==> config.mk <==
export PLATFORM = sky130hd
export DESIGN_NAME = pipe_skid_reg_flat
export DESIGN_NICKNAME = d
export VERILOG_FILES = /design/src/rtl/pipe_pkg.sv /design/src/rtl/pipe_skid_reg_if.sv /design/src/rtl/pipe_skid_reg_flopenrc.sv /design/src/rtl/pipe_skid_reg.sv /design/src/flat_wrapper.sv
export SDC_FILE = /design/constraint.sdc
export NUM_CORES = 1
export LEC_CHECK = 0
export ABC_AREA = 0
export CAP_MARGIN = 20
export CORE_MARGIN = 2
export CORE_UTILIZATION = 50
export CTS_CLUSTER_SIZE = 8
export DETAILED_ROUTE_END_ITERATION = 8
export GPL_ROUTABILITY_DRIVEN = 0
export GPL_TIMING_DRIVEN = 1
export PLACE_DENSITY = 0.79
export SETUP_SLACK_MARGIN = 0.05
export SLEW_MARGIN = 20
export SYNTH_ARGS = -nofsm -noshare
export SYNTH_HDL_FRONTEND = slang
export SYNTH_HIERARCHICAL = 1
export SYNTH_SLANG_ARGS = --single-unit
==> constraint.sdc <==
create_clock -name clk -period 3.6 [get_ports clk]
set_input_delay 0.54 -clock clk [delete_from_list [all_inputs] [get_ports clk]]
set_output_delay 0.54 -clock clk [all_outputs]
set_load 0.005 [all_outputs]
==> src/rtl/pipe_pkg.sv <==
// Shared definitions for the pipeline skid register block.
// Holds the default payload width and the occupancy count type.
// No ports; imported by the interface, the entry flop and the top.
package pipe_pkg;

  // Default payload width for the skid register and its interface.
  localparam int unsigned DEFAULT_WIDTH = 32;

  // Held-beat count, 0..2.
  typedef logic [1:0] occ_t;

endpackage

==> src/rtl/pipe_skid_reg_if.sv <==
// Valid/ready stream interface carrying one WIDTH-bit payload per beat.
// Ports (via modports): master drives valid/data and samples ready;
// slave samples valid/data and drives ready.
interface pipe_skid_reg_if
  import pipe_pkg::*;
#(
  parameter int unsigned WIDTH = DEFAULT_WIDTH
);

  logic             valid;
  logic             ready;
  logic [WIDTH-1:0] data;

  modport master (
    output valid,
    output data,
    input  ready
  );

  modport slave (
    input  valid,
    input  data,
    output ready
  );

endinterface

==> src/rtl/pipe_skid_reg_flopenrc.sv <==
// WIDTH-bit data register with enable and synchronous clear to RESET_VALUE.
// Ports: clk, rst (async active-low), en (load d), clr (sync clear, wins
// over en), d (next value), q (registered value).
module flopenrc
  import pipe_pkg::*;
#(
  parameter int unsigned     WIDTH       = DEFAULT_WIDTH,
  parameter logic [WIDTH-1:0] RESET_VALUE = '0
) (
  input  logic             clk,
  input  logic             rst,
  input  logic             en,
  input  logic             clr,
  input  logic [WIDTH-1:0] d,
  output logic [WIDTH-1:0] q
);

  always_ff @(posedge clk or negedge rst) begin
    if (!rst) begin
      q <= RESET_VALUE;
    end else if (clr) begin
      q <= RESET_VALUE;
    end else if (en) begin
      q <= d;
    end
  end

endmodule

==> src/rtl/pipe_skid_reg.sv <==
// Two-entry skid register: full-throughput valid/ready pipeline stage with
// all outputs (in_ready, out_valid, out_data, occupancy) taken from flops.
// Ports: clk, rst (async active-low), flush (sync discard of held beats),
// in_if (upstream, slave), out_if (downstream, master), occupancy (0..2).
module pipe_skid_reg
  import pipe_pkg::*;
#(
  parameter int unsigned      WIDTH       = DEFAULT_WIDTH,
  parameter logic [WIDTH-1:0] RESET_VALUE = '0
) (
  input  logic                  clk,
  input  logic                  rst,
  input  logic                  flush,
  pipe_skid_reg_if.slave        in_if,
  pipe_skid_reg_if.master       out_if,
  output occ_t                  occupancy
);

  // Entry state: main feeds the output, skid catches the beat that
  // arrives in the cycle the downstream stalls.
  logic             main_valid;
  logic             skid_valid;
  logic [WIDTH-1:0] main_data;
  logic [WIDTH-1:0] skid_data;

  // Next-state and enable controls.
  logic             in_xfer;
  logic             drain;
  logic             main_en;
  logic             skid_en;
  logic [WIDTH-1:0] main_d;
  logic             main_valid_d;
  logic             skid_valid_d;

  always_comb begin
    in_xfer      = in_if.valid && !skid_valid;
    drain        = !main_valid || out_if.ready;
    main_en      = 1'b0;
    skid_en      = 1'b0;
    main_d       = skid_data;
    main_valid_d = main_valid;
    skid_valid_d = skid_valid;

    if (drain) begin
      // Main is free this cycle: the older skid beat goes first,
      // otherwise the incoming beat passes straight into main.
      // A full skid forces in_ready low, so both cannot happen together.
      main_valid_d = skid_valid || in_xfer;
      main_en      = skid_valid || in_xfer;
      main_d       = skid_valid ? skid_data : in_if.data;
      skid_valid_d = 1'b0;
    end else if (in_xfer) begin
      // Main is stalled and skid is empty: park the new beat in skid.
      skid_en      = 1'b1;
      skid_valid_d = 1'b1;
    end

    // Flush overrides every transfer, including the offered input beat.
    if (flush) begin
      main_valid_d = 1'b0;
      skid_valid_d = 1'b0;
      main_en      = 1'b0;
      skid_en      = 1'b0;
    end
  end

  always_ff @(posedge clk or negedge rst) begin
    if (!rst) begin
      main_valid <= 1'b0;
      skid_valid <= 1'b0;
    end else begin
      main_valid <= main_valid_d;
      skid_valid <= skid_valid_d;
    end
  end

  flopenrc #(
    .WIDTH       (WIDTH),
    .RESET_VALUE (RESET_VALUE)
  ) u_main (
    .clk (clk),
    .rst (rst),
    .en  (main_en),
    .clr (flush),
    .d   (main_d),
    .q   (main_data)
  );

  flopenrc #(
    .WIDTH       (WIDTH),
    .RESET_VALUE (RESET_VALUE)
  ) u_skid (
    .clk (clk),
    .rst (rst),
    .en  (skid_en),
    .clr (flush),
    .d   (in_if.data),
    .q   (skid_data)
  );

  // in_ready depends only on the skid flop, so there is no combinational
  // path from out_ready or in_valid back upstream.
  assign in_if.ready   = !skid_valid;
  assign out_if.valid  = main_valid;
  assign out_if.data   = main_data;
  assign occupancy     = occ_t'({1'b0, main_valid}) + occ_t'({1'b0, skid_valid});

endmodule

==> src/flat_wrapper.sv <==
// flat-port wrapper written by rule: the top's interface ports become plain ports
module pipe_skid_reg_flat import pipe_pkg::*;
#(
  parameter int unsigned      WIDTH       = DEFAULT_WIDTH,
  parameter logic [WIDTH-1:0] RESET_VALUE = '0
)
  (clk, rst, flush, occupancy, in_if_valid, in_if_data, in_if_ready, out_if_valid, out_if_data, out_if_ready);
  pipe_skid_reg_if #(.WIDTH(WIDTH)) in_if_i ();
  pipe_skid_reg_if #(.WIDTH(WIDTH)) out_if_i ();
  input  logic clk;
  input  logic rst;
  input  logic flush;
  output occ_t occupancy;
  input wire logic [$bits(in_if_i.valid)-1:0] in_if_valid;
  input wire logic [$bits(in_if_i.data)-1:0] in_if_data;
  output wire logic [$bits(in_if_i.ready)-1:0] in_if_ready;
  output wire logic [$bits(out_if_i.valid)-1:0] out_if_valid;
  output wire logic [$bits(out_if_i.data)-1:0] out_if_data;
  input wire logic [$bits(out_if_i.ready)-1:0] out_if_ready;
  assign in_if_i.valid = in_if_valid;
  assign in_if_i.data = in_if_data;
  assign in_if_ready = in_if_i.ready;
  assign out_if_valid = out_if_i.valid;
  assign out_if_data = out_if_i.data;
  assign out_if_i.ready = out_if_ready;
  pipe_skid_reg #(.WIDTH(WIDTH), .RESET_VALUE(RESET_VALUE)) u_core (.clk(clk), .rst(rst), .flush(flush), .in_if(in_if_i), .out_if(out_if_i), .occupancy(occupancy));
endmodule
==> qor.yml, run 1 <==
grt_overflow_total: 0
drtIter0Drc: 158
setup_viol: 0
dp_hpwl_mm: 4.066
mostFrequentLayoutCell: "clkdlybuf4s50_1"
hold_path_class: "input port to asynchronous set/reset pin"
ys_ff_latch: 66
finalSetupTns_ps: 0
netlist_instances: 253
ir_drop_mv: 0.2717
p_per_area_mw_per_mm2: 383.7
postSynthAreaPerCell_um2: 13.01
fin_skew_ps: 4.613
critPathArrivalTime_ps: 2430
postPlaceCellArea_mm2: 0.003949
rsz0062_at_grt: "no"
core_mm2: 0.006350
final_cell_mix: "70 x clkdlybuf4s50_1, 66 x dfrtp_1, 65 x nor2_1"
synth-seq-area-share_pct: 50.19
num_io_pins: 73
post_cts_resized: 0
hold_violations: 0
die_height_um: 85.13
rows: 29
cts_made_buffers: 9
grt_usage_pct: 18.69
area_growth_pct: 25.55
fmax_mhz: 448.2
htreeDepth: 3
fin_cells: 406
post-route-period-util_pct: 61.98
holdWs_ps: 319.2
drive_above_1_share_pct: 17.33
nFillCells: 482
cp_max_fo: 18
post-cts-setup-buffers: 0
layout.nets: 362
wl_per_cell_um: 15.33
syn_area_mm2: 0.003291
clock_latency_ps: 330
crit_path_start_kind: "input port"
outcome: "finished clean"
die_area_mm2: 0.007246
slew_headroom_pct: 42.34
endpoint_kind: "flip-flop"
die_w_um: 85.13
root_buffer: "clkbuf_8"
ant_nets: 0
fin_area_mm2: 0.004131
postRouteWirelength_mm: 6.223
drt_first_pass_iters: 4
initial_core_util_pct: 51.82
slew_violations: 0
antenna_found_initial: 0
clock_sinks: 66
route.detailed.drc: 0
tritoncts: "built"
worst_pin_slew_ps: 864.9
ys.warnings.count: 6
crit_type: "input port to flip-flop"
vias_per_cell: 5.135
holdBufCountCts: 0
cp_data_required_time_ps: 3800
clk_path_buf_depth: 2
grt_first_pass_wirelength_mm: 10.60
max_cap_violations: 0
dpl.cell_count: 390
grt_max_degree: 44
fin_crit_ps: 2231
p_leak_uw: 0.001885
grt_pass1_vias: 2135
port_buffers: 72
synth.lib_cells_used.distinct: 17
num_vias: 2085
clk_pin_slew_worst_paths_ps: 70
synth_nets: 291
antennaDiodeCount: 0
where the power goes:
part / switching [uW] / internal (uW) / leakage, uW
registers: 14.0 / 765 / 0.000909
clock network: 259 / 305 / 0.0000965
logic: 99.3 / 143 / 0.000880
through the flow:
| step | setup slack (ps) | util (%) | power (uW) |
|---|---|---|---|
| floorplan | 1899 | - | 932.3 |
| global placement | 1036 | 62.19 | 1033 |
| detailed placement | 1010 | 62.19 | 1038 |
| CTS | 1374 | 65.06 | 1612 |
| global route | 1254 | 65.06 | 1667 |
| finish | 1369 | 65.06 | 1585 |
cell usage after synthesis:
master | count | area (um^2)
a21oi_1 | 1 | 5.000
buf_12 | 6 | 120.1
buf_6 | 2 | 22.52
buf_8 | 3 | 45.04
clkbuf_1 | 6 | 22.52
dfrtp_1 | 66 | 1652
ha_1 | 1 | 12.51
inv_1 | 1 | 3.750
mux2_2 | 2 | 22.52
mux2_4 | 30 | 450.4
mux2i_1 | 64 | 640.6
nand2b_1 | 1 | 6.260
nor2_1 | 65 | 244.0
nor2_4 | 1 | 11.26
nor2b_4 | 1 | 13.76
nor3_1 | 2 | 10.01
nor4b_1 | 1 | 8.760
registers in the layout, summed over array words and instances, names as in the netlist:
register             cells
u_core/u_skid/q         32
u_core/skid_valid        1
u_core/u_main/q         32
u_core/out_if.valid      1
per-layer routing:
metal  vias to the layer above  track usage [%]  routed length (um)
li1                        993                -                   -
met1                      1034            25.99                2866
met2                        51            28.41                3016
met3                         7            4.475                 263
met4                         0            7.359                  76
met5                         -                0                   0
cell families after synthesis:
kind of cell             share of synthesized area (%)
flip-flops                                       50.19
AO/OA/AOI/OAI                                   0.1519
buffers and inverters                            6.502
multiplexers                                     33.84
adder cells (fa/ha/maj)                         0.3802
AND/OR/NAND/NOR                                  8.935
worst max-delay path: stages:
cell	delay, ps
clkdlybuf4s50_1	520
nor2b_4	70
nor2_4	500
buf_12	270
mux2_2	350
mux2i_1	130
nor2_1	50
final cells by class:
type	instances	area, um^2	area share (%)
well taps	77	96.34	2.332
flip-flops and latches	66	1652	39.98
inverters	1	3.754	0.09085
repair buffers	77	760.7	18.41
clock buffers	14	172.7	4.179
clock inverters	2	10.01	0.2423
multi-input cells	169	1436	34.77
final timing paths:
check	slack (ps)	endpoint	cells after the start	startpoint
hold reg to reg	520	u_core/u_main/q[10]	2	u_core/u_main/q[10]
hold / removal	320	u_core/u_main/q[29]	1	rst
min in group clk	520	u_core/u_main/q[10]	2	u_core/u_main/q[10]
max in group asynchronous	2390	u_core/out_if.valid	2	rst
setup reg to reg	1580	u_core/u_main/q[26]	6	u_core/out_if.valid
setup / recovery	1370	u_core/u_main/q[26]	7	out_if_ready
Note: power is estimated with default switching activity, not from simulation.
==> run 2: changes to the inputs <==
- CORE_UTILIZATION: 50 -> 46
- PLACE_DENSITY: 0.79 -> 0.77
- clock period: 3.6 -> 1.9 ns (I/O delays scaled with it)
==> run 2 against run 1 <==
Net effect:
- clock power grew 140%
- sequential share of layout area shrank 1.7 points
- routed wire length grew 3.8%
- non-clock buffer count grew 8
- clock skew grew 2.9 ps
==> qor.yml, run 2 (same netlist as run 1, synthesis figures left out) <==
p_per_area_mw_per_mm2: 763.5
layout.nets: 370
grt_usage_pct: 17.68
hold_violations: 0
fin_skew_ps: 7.502
dp_hpwl_mm: 4.156
die_w_um: 88.58
tritoncts: "built"
multi_input_area_mm2: 0.001436
grt_max_degree: 67
power_uw: 3296
grt_overflow_total: 0
num_io_pins: 73
critPathArrivalTime_ps: 1440
ir_drop_mv: 0.3769
cp_data_required_time_ps: 1620
final_cell_mix: "69 x clkdlybuf4s50_1, 65 x nor2_1, 65 x dfrtp_1"
slew_headroom_pct: 75.53
finalSetupTns_ps: 0
seq_area_mm2: 0.001653
rsz0062_at_grt: "no"
crit_type: "flip-flop to output pin"
setup_viol: 0
ant_nets: 0
clock_sinks: 66
root_buffer: "clkbuf_8"
cts_made_buffers: 9
vias_per_cell: 4.891
outcome: "finished clean"
area_growth_pct: 31.18
rows: 30
endpoint_kind: "output pin"
mostFrequentLayoutCell: "clkdlybuf4s50_1"
die_area_mm2: 0.007846
drive_above_1_share_pct: 19.88
wl_per_cell_um: 14.92
hold_path_class: "input port to flip-flop"
drtIter0Drc: 81
die_height_um: 88.58
worst_pin_slew_ps: 367.1
postRouteWirelength_mm: 6.459
antenna_found_initial: 0
grt_pass1_vias: 2201
p_leak_uw: 0.001968
nFillCells: 563
core_mm2: 0.006869
clk_pin_slew_worst_paths_ps: 80
num_vias: 2118
htreeDepth: 3
postPlaceCellArea_mm2: 0.004060
fin_area_mm2: 0.004317
max_cap_violations: 0
fmax_mhz: 579.8
fin_crit_ps: 1725
cp_max_fo: 4
drt_first_pass_iters: 4
post-route-period-util_pct: 90.78
slew_violations: 0
clk_path_buf_depth: 2
route.detailed.drc: 0
clock_latency_ps: 350
crit_path_start_kind: "flip-flop"
reg_top3: "u_core/u_main/q (32), u_core/u_skid/q (32)"
antennaDiodeCount: 0
grt_first_pass_wirelength_mm: 10.61
initial_core_util_pct: 47.91
post-route-util_pct: 62.84
port_buffers: 72
==> run 2: area by class of cell <==
type | count | area share (%)
clock buffers | 10 | 3.188
clock inverters | 6 | 2.087
inverters | 1 | 0.08696
multi-input cells | 169 | 33.28
flip-flops and latches | 66 | 38.29
well taps | 96 | 2.783
repair buffers | 85 | 20.29
==> run 2: stage by stage <==
step,instances,hold slack [ps],setup WS (ps)
5_1_grt,433,479.0,104.9
3_3_place_gp,414,334.5,-44.18
2_1_floorplan,253,-10.59,418.0
4_1_cts,433,461.6,73.56
6_report,433,473.2,175.2
3_5_place_dp,414,334.8,-89.28
==> run 2: critical path, stage by stage (launching register included) <==
cell             delay, ps
dfrtp_2                410
buf_4                  160
inv_1                   50
clkdlybuf4s50_1        490
==> run 2: routing by layer <==
layer	share of wire, %	up-vias	GRT usage [%]	routed length, um
met5	0	-	0	0
met1	48	1050	24.41	3105
met4	1.7	0	7.989	109
met3	3.2	10	3.078	204
met2	47	47	27.41	3040
li1	-	1011	-	-
==> run 2: final timing paths <==
| check | from | to | slack [ps] | depth (start not counted) |
|---|---|---|---|---|
| max in group asynchronous | rst | u_core/u_main/q[13] | 1130 | 3 |
| hold / removal | flush | u_core/u_main/q[5] | 470 | 3 |
| hold reg to reg | u_core/u_skid/q[13] | u_core/u_skid/q[13] | 520 | 2 |
| min in group asynchronous | rst | u_core/out_if.valid | 480 | 3 |
| setup / recovery | u_core/skid_valid | in_if_ready | 180 | 3 |
| setup reg to reg | u_core/out_if.valid | u_core/u_main/q[31] | 240 | 7 |
==> run 2: power breakdown <==
part	leakage [uW]	internal (uW)	switching [uW]
Clock	0.000112	776	565
Sequential	0.000907	1450	24.9
Combinational	0.000948	288	195
==> run 2: what timing repair did <==
action / CTS / global route
buffers inserted: 2 / 0
setup endpoints to repair: 1 / 1
endpoints found under the hold margin: 66 / 0
hold buffers: 1 / 0
resized for setup: 1 / 1
cloned: 0 / 0
==> run 3: changes to the inputs <==
- CORE_ASPECT_RATIO: not set -> 1.75
==> run 3 against run 2 <==
Net effect:
- setup slack got worse by 65 ps
- die area up 0.33%
- final area up 2.3%
- flip-flop and latch count unchanged
- clock power rose by 31%
- register-to-register slack worse by 70 ps
- critical path depth decreased by 1
- total power rose by 13%
- critical path type unchanged
==> qor.yml, run 3 (same netlist as run 1, synthesis figures left out) <==
wl_per_cell_um: 16.20
cp_data_required_time_ps: 1620
rows: 40
core_mm2: 0.006907
die_w_um: 67.94
dp_hpwl_mm: 4.644
crit_path_start_kind: "flip-flop"
htreeDepth: 3
met1Wirelength_mm: 2.686
nFillCells: 545
num_io_pins: 73
dpl.cell_count: 405
num_vias: 2135
grt_max_degree: 67
area_growth_pct: 34.14
vias_per_cell: 5.035
die_height_um: 115.9
slew_headroom_pct: 75.38
rr_startpoint: "u_core/out_if.valid"
antenna_found_initial: 0
setup_viol: 0
drive_above_1_share_pct: 20.29
p_leak_uw: 0.002014
r2r_end: "u_core/u_main/q[0]"
slew_violations: 0
fin_skew_ps: 6.037
endpoint_kind: "output pin"
critPathArrivalTime_ps: 1500
top_layer: "met4"
hold_violations: 0
final_cell_mix: "70 x clkdlybuf4s50_1, 65 x nor2_1, 65 x dfrtp_1"
layout.nets: 373
grt_usage_pct: 19.44
postRouteWirelength_mm: 6.867
p_per_area_mw_per_mm2: 846.0
max_cap_violations: 0
worst_pin_slew_ps: 369.3
clock_sinks: 66
rsz0062_at_grt: "no"
clock_latency_ps: 330
fmax_mhz: 558.8
grt_overflow_total: 0
cts_made_buffers: 9
mostFrequentLayoutCell: "clkdlybuf4s50_1"
fin_area_mm2: 0.004414
postPlaceCellArea_mm2: 0.004068
crit_type: "flip-flop to output pin"
ant_nets: 0
initial_core_util_pct: 47.64
ir_drop_mv: 0.6176
hold_path_class: "input port to asynchronous set/reset pin"
wl_met2_mm: 3.757
reg2reg_slack_ps: 170
crit_start: "u_core/skid_valid"
rr_worst_depth: 6
reg_top3: "u_core/u_main/q (32), u_core/u_skid/q (32)"
fin_cells: 424
drtIter0Drc: 101
cp_max_fo: 2
outcome: "finished clean"
grt_pass1_vias: 2319
antennaDiodeCount: 0
die_area_mm2: 0.007873
clk_path_buf_depth: 2
grt_first_pass_wirelength_mm: 11.22
port_buffers: 72
root_buffer: "clkbuf_16"
clk_pin_slew_worst_paths_ps: 50
tritoncts: "built"
drt_first_pass_iters: 4
route.detailed.drc: 0
fin_crit_ps: 1789
met3WireLength_um: 278
post-route-period-util_pct: 94.18
## run 3: changes by cell type in the layout (fill, tap and decap cells not counted)
| cell | before | now |
|---|---|---|
| clkbuf_1 | 0 | 1 |
| clkdlybuf4s50_1 | 69 | 70 |
| dlymetal6s2s_1 | 1 | 0 |
| clkinv_4 | 2 | 0 |
| clkinv_2 | 1 | 2 |
| buf_4 | 7 | 10 |
| clkbuf_16 | 0 | 9 |
| clkbuf_8 | 10 | 1 |
## run 3: layout make-up
class                           count  area, um^2  area share (%)
Tap cell                           84       105.1           2.381
Timing Repair Buffer               88       895.9           20.29
Inverter                            1       3.754         0.08503
Clock buffer                       11       242.7           5.499
Clock inverter                      5       77.57           1.757
Sequential cell                    66        1653           37.44
Multi-Input combinational cell    169        1436           32.54
## run 3: layer usage
metal  vias to the layer above  track usage (%)
li1                       1021                -
met3                        10            5.340
met1                      1058            22.77
met2                        46            32.56
met5                         -                0
met4                         0            8.533
## run 3: per-stage QoR
stage / TNS, ps / hold WS, ps / util, % / setup WS, ps / power [uW]
CTS: 0 / 495.5 / 63.91 / 88.11 / 3777
global route: 0 / 520.3 / 63.91 / 76.98 / 3879
global placement: -733.2 / 328.1 / 58.89 / -42.42 / 1983
floorplan: 0 / -10.59 / - / 418.0 / 1766
detailed placement: -2771 / 331.4 / 58.89 / -119.4 / 1993
finish: 0 / 496.8 / 63.91 / 110.6 / 3734
## run 3: worst max-delay path by stage
| stage | to | slack, ps | cells after the start |
|---|---|---|---|
| after floorplan | u_core/u_main/q[0] | 420 | 6 |
| after global placement | u_core/u_skid/q[13] | -40 | 7 |
| after detailed placement | u_core/u_skid/q[11] | -120 | 7 |
| after CTS | occupancy[0] | 90 | 2 |
| after global routing | occupancy[0] | 80 | 2 |
| final | occupancy[0] | 110 | 2 |
## run 3: critical path, stage by stage (launching register included)
cell and delay (ps):
dfrtp_2 420, ha_1 280, clkdlybuf4s50_1 490
## run 3: repair_timing
action,4_1_cts,5_1_grt
resized for setup,1,0
endpoints found under the setup margin,1,0
buffers inserted,2,0
endpoints found under the hold margin,66,0
hold buffers,1,0
## run 3: report_power, final
group	internal [uW]	total [uW]	switching [uW]
Clock	1180	1760	586
Sequential	1450	1480	25.0
Combinational	293	494	201
Total	2920	3730	812
==> RTL change 1, RTL diff (config.mk and constraints of run 2) <==
Make the reset (`rst`) synchronous in 2 clocked blocks. Comments in the files are not updated.
--- a/src/rtl/pipe_skid_reg_flopenrc.sv
+++ b/src/rtl/pipe_skid_reg_flopenrc.sv
@@ -17,3 +17,3 @@
 
-  always_ff @(posedge clk or negedge rst) begin
+  always_ff @(posedge clk) begin
     if (!rst) begin
--- a/src/rtl/pipe_skid_reg.sv
+++ b/src/rtl/pipe_skid_reg.sv
@@ -66,3 +66,3 @@
 
-  always_ff @(posedge clk or negedge rst) begin
+  always_ff @(posedge clk) begin
     if (!rst) begin
Behaviour: differs if rst is asserted again (counterexample within 4 cycles, from zero or initial values and one cycle with rst low); with rst held inactive, the same outputs for 10 cycles.
==> RTL change 1 against run 2 <==
  * Maximum frequency down 0.54%
  * Synthesized cell count grew 1.2%
  * Clock skew shrank 1.9 ps
  * Wire length is 13% lower
  * Via count decreased by 5.1%
  * Total power decreased by 8.1%
  * Sequential cell count is the same
  * Synthesized area is 9.2% lower
  * Cell area down 8.8%
  * Worst setup slack got worse by 9.4 ps
  * Largest power group unchanged
  * Highest routed layer unchanged
==> RTL change 1: results (changes against run 2) <==
status = finished clean
DP HPWL = 3970 um (-4.4%)
Vias/cell = 4.84 (-0.98%)
Place WS = -168 ps (-78.3 ps)
Post-Place Cells = 399 (-3.6%)
largest cells by area after synthesis = dfxtp_1 44%, mux2i_1 21%, mux2_4 15%
# fillers = 532 (-5.5%)
Nets = 371 (+0.27%)
drt wl/cell = 13.6 um (-9.2%)
Compound-Gate Fraction of Synth Area = 0.00168 (+0.000155)
GRT Total Usage = 0.164 (-0.0132)
syn avg cell area = 11.7 um^2 (-10%)
multiplexer share of the synthesized area = 0.373 (+0.0344)
buffer count from post-CTS setup fixing = 0 (-2)
Worst-Margin Slew = 307 ps (-59.9 ps)
largest net degree at the start of global routing = 26 (-61%)
vias in the first global route = 2000 (-9.1%)
drt first-iter violations = 24 (-70%)
syn nets = 294 (+1.0%)
layout cell share with drive strength beyond 1 = 0.189 (-0.00946)
Setup Skew = 5.58 ps (-1.92 ps)
latest clock arrival within the worst-skew pair = 330 ps (-20 ps)
top cells by count, synth = 66 x dfxtp_1, 65 x nor2_1, 64 x mux2i_1, 30 x mux2_4
router iterations before antenna repair = 2 (-2)
Async SR Flop Fraction = 0 (-1.00)
leakage = 1.51 nW (-23%)
Routed Wire Length = 5620 um (-13%)
Hold Crit Class = reg -> reg
RTL change 1: changes by cell type in the layout (fill, tap and decap cells not counted), sizes merged, moves of 3 or more:
cell,change
dfrtp,-66
dfxtp,+66
buf,-3
clkdlybuf4s50,+3
nand2b,+3
RTL change 1: cell type report:
| class | count | area, um^2 | area share |
|---|---|---|---|
| tap | 77 | 96.3 | 0.0245 |
| clock inverter | 7 | 93.8 | 0.0238 |
| inverter | 1 | 3.75 | 0.000954 |
| clock buffer | 9 | 124 | 0.0315 |
| sequential | 66 | 1320 | 0.336 |
| multi-input combinational | 172 | 1460 | 0.370 |
| timing repair buffer | 83 | 841 | 0.214 |
RTL change 1: cells by family (layout without fill, tap and decap cells):
family                     Yosys count  count (layout)
muxes                               96              96
AOI/OAI and AO/OA                    1               1
adders and majority gates            1               1
and+or+nand+nor                     74              74
DFF                                 66              66
buffers and inverters               18             100
RTL change 1: stage by stage:
step / instance area, um^2 / hold WS, ps
floorplan: 2990 / 432
global placement: 3720 / 469
detailed placement: 3720 / 480
CTS: 3940 / 498
global route: 3940 / 521
finish: 3940 / 493
RTL change 1: what timing repair did:
item	in CTS	in global routing
hold endpoints to repair	0	0
setup endpoints to repair	0	1
gates resized for setup	0	1
RTL change 1: critical path: cells and delay by family (launching register included):
kind | cells | cell delay [ps]
adders and majority gates | 1 | 270
buffers and inverters | 1 | 490
DFF | 1 | 360
RTL change 1: worst paths after layout:
| kind | cells after the start | from | to | slack (ps) |
|---|---|---|---|---|
| setup / recovery | 2 | u_core/skid_valid$_SDFFE_PP0P_ | occupancy[0] | 170 |
| hold / removal | 2 | u_core/u_main/q[4]$_SDFFE_PP0P_ | u_core/u_main/q[4]$_SDFFE_PP0P_ | 490 |
| setup reg to reg | 5 | u_core/out_if.valid$_SDFFE_PP0P_ | u_core/u_skid/q[16]$_SDFFE_PP0P_ | 300 |
| hold reg to reg | 2 | u_core/u_main/q[4]$_SDFFE_PP0P_ | u_core/u_main/q[4]$_SDFFE_PP0P_ | 490 |
RTL change 1: metal layers:
layer / wire length [um] / part of all wire / global-route usage / up-vias
met5: 0 / 0 / 0 / -
met4: 59 / 0.010 / 0.0563 / 0
met3: 228 / 0.041 / 0.0531 / 5
li1: - / - / - / 1020
met1: 2560 / 0.46 / 0.195 / 948
met2: 2770 / 0.49 / 0.278 / 37
RTL change 1: power by group:
part	internal [mW]	leakage (nW)	switching (mW)	total, mW
combinational	0.215	0.873	0.122	0.338
clock	0.736	0.105	0.545	1.28
sequential	1.40	0.534	0.00996	1.41
==> RTL change 2, RTL diff (settings of run 2) <==
Made on the original files. Change the package constant `DEFAULT_WIDTH` from 32 to 28.
--- a/src/rtl/pipe_pkg.sv
+++ b/src/rtl/pipe_pkg.sv
@@ -6,3 +6,3 @@
   // Default payload width for the skid register and its interface.
-  localparam int unsigned DEFAULT_WIDTH = 32;
+  localparam int unsigned DEFAULT_WIDTH = 28;
 
Interface: changed (resized in_if_data and out_if_data); port bits go from 73 to 65. No check against the original RTL was run, so the function may have changed too.
==> RTL change 2 against run 2 <==
  * Core utilization rose by 1.7 points
  * Total power decreased by 9.5%
  * Highest routed layer unchanged
  * Cell area down 10%
  * First-iteration DRC count shrank 16%
  * Synthesized area fell by 13%
  * Wire length shrank 13%
  * Sequential cell count decreased by 8
  * Worst setup slack better by 5.1 ps
==> RTL change 2: results (changes against run 2) <==
drt first-iter violations = 68 (-16%)
Setup Skew = 7.32 ps (-0.186 ps)
FF-to-FF End = u_core/u_skid/q[15]$_DFFE_PN0P_
clock-pin slew on the worst setup and hold paths = 60 ps (-20 ps)
reg-to-reg slack, setup = 220 ps (-20 ps)
leakage = 1.76 nW (-10%)
status = finished clean
register area share after synthesis = 0.506 (+0.00377)
# fillers = 469 (-17%)
peak supply drop = 0.501 mV (+33%)
top cells by count, synth = 58 x dfrtp_1, 57 x nor2_1, 56 x mux2i_1, 20 x mux2_4, 8 x mux2_2
GRT Total Usage = 0.176 (-0.000650)
initial antenna violation count = 0 (unchanged)
CP endpoint = in_if_ready
port buffer count = 64 (-11%)
internal power = 2.34 mW (-6.9%)
Async SR Flop Fraction = 1.00 (unchanged)
maximum net fanout on the critical path = 4 (unchanged)
drt wl/cell = 14.7 um (-1.4%)
largest net degree at the start of global routing = 33 (-51%)
syn nets = 256 (-12%)
YS warnings = 6 (unchanged)
DP HPWL = 3850 um (-7.3%)
relative slew slack = 0.722 (-0.0333)
sequential cell area = 1450 um^2 (-12%)
largest cells by area after synthesis = dfrtp_1 51%, mux2i_1 20%, mux2_4 10%
Nets = 336 (-9.2%)
r2r worst-path depth = 6 (-1)
latest clock arrival within the worst-skew pair = 320 ps (-30 ps)
Place WS = -72.4 ps (+16.9 ps)
Fmax = 581 MHz (+0.30%)
largest registers = u_core/u_main/q x28, u_core/u_skid/q x28
first-pass GRT wire length = 9640 um (-9.2%)
total number of vias = 1876 (-11%)
layout cell share with drive strength beyond 1 = 0.216 (+0.0169)
vias in the first global route = 1955 (-11%)
## RTL change 2: changes by cell type in the layout (fill, tap and decap cells not counted), moves of 2 or more
cell             before  now
mux2_4               30   20
clkdlybuf4s50_1      69   61
dfrtp_1              65   57
mux2i_1              64   56
nor2_1               65   57
buf_4                 7   13
mux2_2                2    8
clkbuf_1              0    2
clkinv_4              2    0
## RTL change 2: timing repair
| item | in CTS | in global routing |
|---|---|---|
| setup buffers | 1 | 0 |
| gates resized for setup | 1 | 1 |
| hold endpoints to repair | 15 | 0 |
| endpoints found under the setup margin | 2 | 1 |
| hold buffers | 1 | 0 |
## RTL change 2: per-layer routing
| layer | track usage | share of wire |
|---|---|---|
| met5 | 0 | 0 |
| met4 | 0.0894 | 0.012 |
| met3 | 0.0437 | 0.037 |
| met2 | 0.283 | 0.49 |
| met1 | 0.221 | 0.46 |
## RTL change 2: worst min path at each step
stage	cells past startpoint	end
floorplan	0	u_core/out_if.valid$_DFFE_PN0P_
global placement	1	u_core/u_main/q[7]$_DFFE_PN0P_
detailed placement	1	u_core/u_main/q[7]$_DFFE_PN0P_
CTS	2	u_core/skid_valid$_DFFE_PN0P_
global route	2	u_core/skid_valid$_DFFE_PN0P_
finish	2	u_core/skid_valid$_DFFE_PN0P_
## RTL change 2: logic make-up (layout without fill, tap and decap cells)
| kind of cell | Yosys count | after routing | synth area share |
|---|---|---|---|
| mux | 84 | 84 | 0.331 |
| fa+ha+maj | 1 | 1 | 0.00436 |
| simple gates | 63 | 63 | 0.0955 |
| buf+inv | 15 | 99 | 0.0615 |
| compound gates | 1 | 1 | 0.00174 |
| flops | 58 | 58 | 0.506 |
## RTL change 2: layout make-up
type / count / share of cell area
Clock buffer: 13 / 0.0411
Inverter: 1 / 0.000972
Multi-Input combinational cell: 149 / 0.324
Clock inverter: 2 / 0.0155
Tap cell: 75 / 0.0243
Sequential cell: 58 / 0.376
Timing Repair Buffer: 83 / 0.218
## RTL change 2: power groups by stage
stage | sequential, mW | combinational (mW) | clock, mW
final | 1.29 | 0.431 | 1.26
after floorplan | 1.32 | 0.229 | 0
after CTS | 1.29 | 0.439 | 1.31
after global routing | 1.30 | 0.467 | 1.38
after detailed placement | 1.32 | 0.433 | 0
after global placement | 1.32 | 0.428 | 0
## RTL change 2: stage by stage
stage	TNS, ps	hold slack, ps	std cells	util	cell area, um^2
CTS	0	198	381	0.645	3860
finish	0	220	381	0.645	3860
global placement	-351	231	364	0.605	3620
global route	0	210	381	0.645	3860
detailed placement	-965	245	364	0.605	3620
floorplan	0	-10.6	222	-	2870
## RTL change 2: worst max-delay path: stages, from the launching register on
cell and delay (ps):
dfrtp_2 410, buf_4 160, inv_1 50, clkdlybuf4s50_1 480
